`src/rtl/decode_pkg.sv`:
```
// Shared types and constants for the decode-and-hold block and its hold counter.
package decode_pkg;

  localparam int HOLD_MAX = 15;
  localparam int CNT_W    = 4;

  typedef enum logic {
    ST_IDLE,
    ST_HOLD
  } state_t;

endpackage

```
`src/rtl/hold_cnt.sv`:
```
// Loadable down-counter that stops at zero and reports when it is there.
module hold_cnt
  import decode_pkg::*;
(
  input  logic             clk,
  input  logic             rst_n,
  input  logic             clear,
  input  logic             load,
  input  logic [CNT_W-1:0] load_val,
  input  logic             dec,
  output logic             zero
);

  logic [CNT_W-1:0] count;

  // clear beats load beats decrement; decrement is gated at zero so it never wraps
  always_ff @(posedge clk or negedge rst_n) begin
    if (!rst_n) begin
      count <= '0;
    end else if (clear) begin
      count <= '0;
    end else if (load) begin
      count <= load_val;
    end else if (dec && (count != '0)) begin
      count <= count - CNT_W'(1);
    end
  end

  assign zero = (count == '0);

endmodule

```
`src/rtl/decode_hold.sv`:
```
// Decodes a 2-bit line index into a one-hot output and holds it for HOLD cycles,
// accepting the next code back-to-back on the last hold cycle.
module decode_hold
  import decode_pkg::*;
#(
  parameter int HOLD = 4
) (
  input  logic       clk,
  input  logic       rst_n,
  input  logic [1:0] in_code,
  input  logic       in_valid,
  output logic       in_ready,
  input  logic       flush,
  output logic [3:0] out,
  output logic       out_valid,
  output logic       busy
);

  localparam logic [CNT_W-1:0] RELOAD = CNT_W'(HOLD - 1);

  state_t     state;
  state_t     state_next;
  logic [3:0] out_next;
  logic       accept;
  logic       cnt_zero;
  logic       cnt_dec;

  assign in_ready  = (state == ST_IDLE) || cnt_zero;
  assign accept    = in_valid && in_ready && !flush;
  assign out_valid = (out != 4'b0000);
  assign busy      = (state == ST_HOLD);

  hold_cnt u_hold_cnt (
    .clk      (clk),
    .rst_n    (rst_n),
    .clear    (flush),
    .load     (accept),
    .load_val (RELOAD),
    .dec      (cnt_dec),
    .zero     (cnt_zero)
  );

  // flush wins over a same-cycle accept, so the offered code is simply dropped
  always_comb begin
    state_next = state;
    out_next   = out;
    cnt_dec    = (state == ST_HOLD) && !cnt_zero;
    if (flush) begin
      state_next = ST_IDLE;
      out_next   = 4'b0000;
    end else if (accept) begin
      state_next = ST_HOLD;
      out_next   = 4'b0001 << in_code;
    end else if ((state == ST_HOLD) && cnt_zero) begin
      state_next = ST_IDLE;
      out_next   = 4'b0000;
    end
  end

  always_ff @(posedge clk or negedge rst_n) begin
    if (!rst_n) begin
      state <= ST_IDLE;
      out   <= 4'b0000;
    end else begin
      state <= state_next;
      out   <= out_next;
    end
  end

endmodule

```
`config.mk`:
```
export PLATFORM = sky130hd
export DESIGN_NAME = decode_hold
export DESIGN_NICKNAME = d
export VERILOG_FILES = /design/src/rtl/decode_pkg.sv /design/src/rtl/hold_cnt.sv /design/src/rtl/decode_hold.sv
export SDC_FILE = /design/constraint.sdc
export NUM_CORES = 1
export LEC_CHECK = 0
export CORE_AREA = 2 2 39 41
export DETAILED_ROUTE_END_ITERATION = 16
export DIE_AREA = 0 0 41 43
export PLACE_DENSITY = 0.66
export SLEW_MARGIN = 20
export SYNTH_ARGS = -nofsm -noshare
export SYNTH_HDL_FRONTEND = slang
export SYNTH_SLANG_ARGS = --single-unit
```
`constraint.sdc`:
```
create_clock -name clk -period 1.55 [get_ports clk]
set_clock_uncertainty 0.05 [all_clocks]
set_input_delay 0.31 -clock clk [delete_from_list [all_inputs] [get_ports clk]]
set_output_delay 0.31 -clock clk [all_outputs]
set_load 0.02 [all_outputs]
```
==> impl_metrics.env, run 1 <==
export IMPL_startpoint_type="flop"
export IMPL_setup_viol=8
export IMPL_final_common_cell="buf_4"
export IMPL_power_density_nw_per_um2=806
export IMPL_synthesis_area_um2=493
export IMPL_root_buffer="clkbuf_4"
export IMPL_num_antenna_cells=0
export IMPL_clkSlewWorstSetupHoldPaths_ns=0.06
export IMPL_die_h_um=43
export IMPL_firstDrtPassIters=4
export IMPL_crit_arrival_ns=1.41
export IMPL_ctsHtreeMaxLevel=1
export IMPL_holdBufCountCts=0
export IMPL_regToRegStartpoint="u_hold_cnt.count[1]"
export IMPL_overflow=0
export IMPL_finish_instance_area_um2=815
export IMPL_hold_class="input port to async pin"
export IMPL_port_buffers=12
export IMPL_clkLatencyLatePin_ns=0.26
export IMPL_synth_avg_cell_area_um2=11.2
export IMPL_mostFrequentLayoutCells="buf_4, dfrtp_1, clkdlybuf4s50_1, a32o_2, dlygate4sd2_1"
export IMPL_dpl_cell_area_um2=757
export IMPL_die_x_um=41
export IMPL_cts_tree="built"
export IMPL_gp_congestion=0.770
export IMPL_setup_worst_path_start="u_hold_cnt.count[1]"
export IMPL_total_power_w=0.000656
export IMPL_switching_share=0.296
export IMPL_core_area_um2=1380
export IMPL_fin_ws_ns=-0.218
export IMPL_max_cap_violations=0
export IMPL_ys_warn_count=0
export IMPL_maxSlewHeadroom=0.730
export IMPL_rows=14
export IMPL_cts_num_sinks=9
export IMPL_ios=13
export IMPL_crit_type="flop to primary output"
export IMPL_first_iter_violations=14
export IMPL_num_vias=463
export IMPL_period_needed_ns=1.77
export IMPL_yosysUniqueCellTypes=24
export IMPL_dpl_hpwl_um=950
export IMPL_clockBufferDepth=2
export IMPL_internal_power_w=0.000462
export IMPL_pwr_share_seq=0.400
export IMPL_netlist_instances=44
export IMPL_synth_fp_nets=52
export IMPL_dieArea_um2=1760
export IMPL_grt_pass1_vias=457
export IMPL_grt_usage=0.169
export IMPL_grt_max_degree=10
export IMPL_end_kind="primary output"
export IMPL_synthToLayoutAreaGrowth_pct=65.2
export IMPL_wire_per_inst_um=12.9
export IMPL_drive_above_1_share=0.532
export IMPL_combPwrFrac=0.338
export IMPL_violations="setup timing"
export IMPL_routed_wirelength_um=1200
export IMPL_p_leak_nw=0.411
export IMPL_initial_utilization=0.356
export IMPL_p_clk_frac=0.263
export IMPL_antenna_found_initial=0
export IMPL_utilization=0.589
export IMPL_grt_setup_unrepaired="yes"
export IMPL_period_share=1.14
export IMPL_setup_tns_final_ns=-0.876
export IMPL_ys_seq_area_frac=0.457
export IMPL_grt_pass1_wl_um=1990
export IMPL_fmax_ghz=0.566
export IMPL_worstPathMaxFanout=2
export IMPL_tightest_slew_ns=0.403
export IMPL_finalNetCount=86
export IMPL_drc_errors=0
export IMPL_timing_hold_violations_final=0
export IMPL_reg2reg_depth=6
export IMPL_p_sw_w=0.000194
export IMPL_pre_cts_ws_ns=-0.485
export IMPL_via_per_inst=4.98
export IMPL_numCtsBuffers=3
export IMPL_status="finished with violations"
export IMPL_critical_path_required_ns=1.19
export IMPL_vdd_ir_drop_worst_v=0.000456
export IMPL_final_max_slew_viol_count=0
export IMPL_ys_ff_latch=9
export IMPL_ant_nets=0
stage by stage:
step,std cells,hold slack [ns]
3_5_place_dp,87,0.532
6_report,93,0.294
3_3_place_gp,87,0.526
2_1_floorplan,44,-0.0356
4_1_cts,92,0.300
5_1_grt,93,0.320
routing by layer:
layer / track usage / vias up / part of all wire
li1: - / 238 / -
met3: 0.0785 / 0 / 0.042
met1: 0.222 / 218 / 0.46
met4: 0.0400 / 0 / 0
met5: 0 / - / 0
met2: 0.247 / 7 / 0.50
worst max-delay path, cell delays in order (launching register included):
cell and delay (ns):
dfrtp_1 0.38, inv_2 0.08, ha_4 0.12, or3b_4 0.39
nand2_4 0.06, buf_6 0.11
power by group through the flow:
| stage | combinational, W | clock [W] | sequential (W) |
|---|---|---|---|
| 2_1_floorplan | 0.0000922 | 0 | 0.000275 |
| 3_5_place_dp | 0.000203 | 0 | 0.000265 |
| 6_report | 0.000222 | 0.000173 | 0.000262 |
| 3_3_place_gp | 0.000201 | 0 | 0.000265 |
| 4_1_cts | 0.000220 | 0.000182 | 0.000262 |
| 5_1_grt | 0.000238 | 0.000199 | 0.000265 |
area by class of cell:
class	instances	area, um^2
tap	16	20.0
clock inverter	1	5.00
inverter	4	15.0
sequential	9	225
multi-input combinational	29	272
clock buffer	3	22.5
timing repair buffer	31	255
fill	114	569
worst paths after layout:
check	slack, ns	endpoint
setup / recovery	-0.22	in_ready
hold / removal	0.29	out[0]
setup reg to reg	-0.09	u_hold_cnt.count[1]
hold reg to reg	0.55	out[0]
max in group asynchronous	0.87	u_hold_cnt.count[3]
min in group clk	0.55	out[0]
sequential cells by signal (all words and copies together) (netlist names):
signal	cells
out	4
busy	1
u_hold_cnt.count	4
cell families (layout without fill, tap and decap cells):
logic type      count (synthesis)  in the layout  synth area share
flops                           9              9             0.457
fa+ha+maj                       2              2            0.0508
compound gates                 14             14             0.256
buf+inv                         6             39            0.0634
simple gates                   13             13             0.173
cells in the mapped netlist:
library cell	instances	area share
a21oi_4	1	0.033
nand4b_1	1	0.018
nand2_1	1	0.0076
inv_1	4	0.030
a211oi_1	1	0.015
ha_1	2	0.051
or3b_1	1	0.018
a21oi_1	2	0.020
nand3_1	1	0.010
o311ai_0	1	0.018
a31o_1	1	0.018
a32o_2	4	0.091
buf_6	1	0.023
dfrtp_1	9	0.46
nor4_1	1	0.013
a311oi_1	2	0.036
nor2_1	2	0.015
nand3b_1	1	0.015
or3b_2	2	0.036
buf_2	1	0.010
a31oi_1	2	0.025
nand2b_1	1	0.013
or4_1	1	0.015
nor2b_1	1	0.013
repair_timing:
action,CTS,global route
pin swaps,3,1
endpoints found under the setup margin,16,11
setup buffers,1,1
gates resized for setup,23,2
Power figures use the tool's default switching activity.
==> run 2, diff against run 1 <==
--- a/config.mk
+++ b/config.mk
@@ -9,6 +9,7 @@
 export DETAILED_ROUTE_END_ITERATION = 16
 export DIE_AREA = 0 0 41 43
 export PLACE_DENSITY = 0.66
+export SKIP_LAST_GASP = 1
 export SLEW_MARGIN = 20
 export SYNTH_ARGS = -nofsm -noshare
 export SYNTH_HDL_FRONTEND = slang
==> impl_metrics.env, run 2 (synthesized netlist as in run 1, its figures left out) <==
export IMPL_status="finished with violations"
export IMPL_violations="setup timing"
export IMPL_holdBufCountCts=0
export IMPL_max_cap_violations=0
export IMPL_setup_viol=9
export IMPL_worstPathMaxFanout=2
export IMPL_hold_class="input port to async pin"
export IMPL_initial_utilization=0.356
export IMPL_grt_busiest_layer="met2"
export IMPL_dp_cells=87
export IMPL_die_h_um=43
export IMPL_pre_cts_ws_ns=-0.485
export IMPL_holdWs_ns=0.294
export IMPL_ctsHtreeMaxLevel=1
export IMPL_port_buffers=12
export IMPL_utilization=0.591
export IMPL_via_per_inst=4.92
export IMPL_final_common_cell="buf_4"
export IMPL_power_density_nw_per_um2=803
export IMPL_overflow=0
export IMPL_groute_layer_met2_usage=0.247
export IMPL_num_vias=458
export IMPL_fin_ws_ns=-0.218
export IMPL_clockBufferDepth=2
export IMPL_root_buffer="clkbuf_4"
export IMPL_crit_arrival_ns=1.41
export IMPL_finish_instance_area_um2=818
export IMPL_first_iter_violations=15
export IMPL_grt_pass1_vias=457
export IMPL_fmax_ghz=0.566
export IMPL_maxSlewHeadroom=0.731
export IMPL_rows=14
export IMPL_final_cells=93
export IMPL_synthToLayoutAreaGrowth_pct=66.0
export IMPL_timing_hold_violations_final=0
export IMPL_clkSlewWorstSetupHoldPaths_ns=0.06
export IMPL_num_antenna_cells=0
export IMPL_dpl_cell_area_um2=757
export IMPL_die_x_um=41
export IMPL_drive_above_1_share=0.519
export IMPL_critical_path_required_ns=1.19
export IMPL_drc_errors=0
export IMPL_cts_num_sinks=9
export IMPL_mostFrequentLayoutCells="buf_4, dfrtp_1, clkdlybuf4s50_1, dlygate4sd2_1, a32o_2"
export IMPL_wire_per_inst_um=12.7
export IMPL_ios=13
export IMPL_grt_pass1_wl_um=1990
export IMPL_clkLatencyLatePin_ns=0.26
export IMPL_grt_max_degree=10
export IMPL_p_leak_nw=0.414
export IMPL_ant_nets=0
export IMPL_dpl_hpwl_um=950
export IMPL_core_area_um2=1380
export IMPL_cts_tree="built"
export IMPL_dieArea_um2=1760
export IMPL_grt_setup_unrepaired="yes"
export IMPL_vdd_ir_drop_worst_v=0.000453
export IMPL_antenna_found_initial=0
export IMPL_grt_usage=0.169
export IMPL_routed_wirelength_um=1190
export IMPL_multiInputGateArea_um2=272
export IMPL_period_share=1.14
export IMPL_tightest_slew_ns=0.403
export IMPL_fillCellCount=113
export IMPL_startpoint_type="flop"
export IMPL_end_kind="primary output"
export IMPL_numCtsBuffers=3
export IMPL_final_max_slew_viol_count=0
export IMPL_finalNetCount=86
export IMPL_gp_congestion=0.770
export IMPL_use_met1=0.222
export IMPL_grtUsageMet3=0.0785
export IMPL_period_needed_ns=1.77
export IMPL_firstDrtPassIters=4
export IMPL_register_area_um2=225
export IMPL_crit_type="flop to primary output"
[run 2: changes by cell type in the layout (fill, tap and decap cells not counted), sizes merged]
cell         previous run  this run
clkbuf                  4         3
dlygate4sd2             4         5
[run 2: layout make-up]
class / count / area share
Inverter: 4 / 0.0183
Sequential cell: 9 / 0.275
Timing Repair Buffer: 31 / 0.317
Clock buffer: 3 / 0.0275
Clock inverter: 1 / 0.00612
Multi-Input combinational cell: 29 / 0.332
Tap cell: 16 / 0.0245
[run 2: power by group]
part | internal (W) | leakage [nW] | switching, W | total [W]
Clock | 0.0000948 | 0.0177 | 0.0000779 | 0.000173
Sequential | 0.000250 | 0.120 | 0.0000123 | 0.000262
Combinational | 0.000118 | 0.277 | 0.000104 | 0.000222
Total | 0.000463 | 0.414 | 0.000194 | 0.000657
[run 2: critical path, cell delays in order, from the launching register on]
cell     delay, ns
dfrtp_1       0.38
inv_2         0.08
ha_4          0.12
or3b_4        0.39
nand2_4       0.06
buf_6         0.11
[run 2: repair_timing]
action	in CTS	in global routing
buffers inserted	1	1
resized for setup	23	0
pin swaps	3	1
setup endpoints to repair	16	11
gates cloned	0	0
[run 2: worst paths after layout]
kind	startpoint	to	slack (ns)	cells past startpoint
min in group clk	out[0]	out[0]	0.55	2
worst max register to register	u_hold_cnt.count[1]	u_hold_cnt.count[1]	-0.10	6
worst min-delay path	rst_n	out[0]	0.29	1
worst min register to register	out[0]	out[0]	0.55	2
max in group asynchronous	rst_n	u_hold_cnt.count[3]	0.87	1
worst max-delay path	u_hold_cnt.count[1]	in_ready	-0.22	5
[run 2: metal layers]
metal / wire [um] / share of wire
met5: 0 / 0
met4: 0 / 0
met3: 46 / 0.039
met2: 579 / 0.49
met1: 559 / 0.47
[run 2: stage by stage]
stage | setup TNS [ns] | total power (W)
2_1_floorplan | 0 | 0.000367
3_3_place_gp | -1.48 | 0.000466
3_5_place_dp | -1.61 | 0.000469
4_1_cts | -0.928 | 0.000665
5_1_grt | -1.57 | 0.000702
6_report | -0.883 | 0.000657
==> run 3, diff against run 2 <==
--- a/config.mk
+++ b/config.mk
@@ -8,7 +8,7 @@
 export CORE_AREA = 2 2 39 41
 export DETAILED_ROUTE_END_ITERATION = 16
 export DIE_AREA = 0 0 41 43
-export PLACE_DENSITY = 0.66
+export HOLD_SLACK_MARGIN = 0.12
 export SKIP_LAST_GASP = 1
 export SLEW_MARGIN = 20
 export SYNTH_ARGS = -nofsm -noshare
==> constraint.sdc (replaced) <==
create_clock -name clk -period 2.15 [get_ports clk]
set_clock_uncertainty 0.05 [all_clocks]
set_input_delay 0.43 -clock clk [delete_from_list [all_inputs] [get_ports clk]]
set_output_delay 0.43 -clock clk [all_outputs]
set_load 0.02 [all_outputs]
==> impl_metrics.env, run 3 (synthesized netlist as in run 1, its figures left out) <==
export IMPL_synthToLayoutAreaGrowth_pct=39.8
export IMPL_reg2reg_depth=6
export IMPL_tightest_slew_ns=0.424
export IMPL_status="complete, no violations"
export IMPL_dieArea_um2=1760
export IMPL_ctsHtreeMaxLevel=1
export IMPL_drc_errors=0
export IMPL_wire_per_inst_um=13.9
export IMPL_drive_above_1_share=0.277
export IMPL_gp_congestion=0.738
export IMPL_slowest_delay_ns=0.51
export IMPL_regToRegStartpoint="u_hold_cnt.count[0]"
export IMPL_power_density_nw_per_um2=626
export IMPL_routed_wirelength_um=1130
export IMPL_max_cap_violations=0
export IMPL_core_area_um2=1380
export IMPL_path_depth=2
export IMPL_port_buffers=12
export IMPL_crit_end="out_valid"
export IMPL_vdd_ir_drop_worst_v=0.000387
export IMPL_mostFrequentLayoutCells="clkdlybuf4s50_1, dfrtp_1, buf_4, inv_1, a32o_2"
export IMPL_path_buf_inv=1
export IMPL_setup_worst_path_start="out[1]"
export IMPL_firstDrtPassIters=4
export IMPL_clkSlewWorstSetupHoldPaths_ns=0.06
export IMPL_via_per_inst=5.35
export IMPL_maxSlewHeadroom=0.716
export IMPL_rows=14
export IMPL_root_buffer="clkbuf_4"
export IMPL_holdBufCountCts=0
export IMPL_r2r_end="u_hold_cnt.count[1]"
export IMPL_crit_type="flop to primary output"
export IMPL_finalNetCount=74
export IMPL_num_antenna_cells=0
export IMPL_grt_pass1_vias=419
export IMPL_antenna_found_initial=0
export IMPL_groute_layer_met2_usage=0.234
export IMPL_grt_max_degree=10
export IMPL_grt_busiest_layer="met2"
export IMPL_first_iter_violations=10
export IMPL_p_leak_nw=0.323
export IMPL_crit_arrival_ns=1.48
export IMPL_period_needed_ns=1.96
export IMPL_crit_path_cell_trace="or4_1 > dlygate4sd2_1"
export IMPL_critical_path_required_ns=1.67
export IMPL_timing_hold_violations_final=0
export IMPL_num_vias=433
export IMPL_regToRegSetupSlack_ns=0.48
export IMPL_ios=13
export IMPL_use_met1=0.214
export IMPL_grt_pass1_wl_um=1890
export IMPL_overflow=0
export IMPL_crit_family="simple AND/OR/NAND/NOR gates"
export IMPL_cts_num_sinks=9
export IMPL_hold_class="input port to async pin"
export IMPL_setup_tns_final_ns=0
export IMPL_fmax_ghz=0.509
export IMPL_multiInputGateArea_um2=236
export IMPL_post_cts_buffers=0
export IMPL_fillCellCount=133
export IMPL_clockBufferDepth=2
export IMPL_grt_usage=0.166
export IMPL_period_share=0.913
export IMPL_register_area_um2=225
export IMPL_end_kind="primary output"
export IMPL_ant_nets=0
export IMPL_clkLatencyLatePin_ns=0.25
export IMPL_numCtsBuffers=3
export IMPL_setup_viol=0
export IMPL_cp_slowest_cell="or4_1"
export IMPL_finish_instance_area_um2=689
export IMPL_final_common_cell="clkdlybuf4s50_1"
export IMPL_cts_tree="built"
export IMPL_die_h_um=43
export IMPL_die_x_um=41
export IMPL_dpl_cell_area_um2=669
export IMPL_final_max_slew_viol_count=0
export IMPL_initial_utilization=0.356
export IMPL_grtUsageMet3=0.0785
export IMPL_worstPathMaxFanout=3
export IMPL_startpoint_type="flop"
export IMPL_grt_setup_unrepaired="no"
==> run 3: changes by cell type in the layout (fill, tap and decap cells not counted), sizes merged <==
cell,before,now
dlygate4sd2,5,1
clkbuf,3,5
clkinv,1,0
buf,21,7
clkdlybuf4s50,5,10
==> run 3: power by group <==
part	switching (W)	internal, W
Combinational	0.0000615	0.0000587
Clock	0.0000510	0.0000710
Sequential	0.00000906	0.000180
==> run 3: repair_timing <==
| action | 4_1_cts | 5_1_grt |
|---|---|---|
| gates cloned | 0 | 0 |
| hold endpoints to repair | 0 | 0 |
| endpoints found under the setup margin | 2 | 1 |
| resized for setup | 2 | 2 |
==> run 3: final cells by class <==
class	instances	share of cell area
Multi-Input combinational cell	29	0.343
Sequential cell	9	0.327
Timing Repair Buffer	19	0.241
Clock buffer	4	0.0381
Tap cell	16	0.0290
Inverter	4	0.0218
==> run 3: how the worst min path moves through the flow <==
stage	endpoint	start
2_1_floorplan	busy	rst_n
3_3_place_gp	out[2]	out[2]
3_5_place_dp	out[2]	out[2]
4_1_cts	busy	rst_n
5_1_grt	u_hold_cnt.count[3]	rst_n
6_report	out[1]	rst_n
==> run 3: metal layers <==
layer	up-vias	routed length, um	part of all wire
met5	-	0	0
met2	6	550	0.49
met3	2	40	0.036
met4	0	9	0.0080
met1	212	525	0.47
li1	213	-	-
==> run 3: stage by stage <==
step | std cells | hold slack (ns) | power (W) | utilization | worst slack, ns
final | 81 | 0.433 | 0.000431 | 0.498 | 0.186
after global routing | 81 | 0.448 | 0.000463 | 0.498 | 0.117
after CTS | 81 | 0.434 | 0.000439 | 0.501 | 0.0354
after detailed placement | 77 | 0.454 | 0.000315 | 0.484 | 0.0481
after global placement | 77 | 0.452 | 0.000315 | 0.484 | 0.0554
after floorplan | 44 | 0.0844 | 0.000259 | - | 0.397
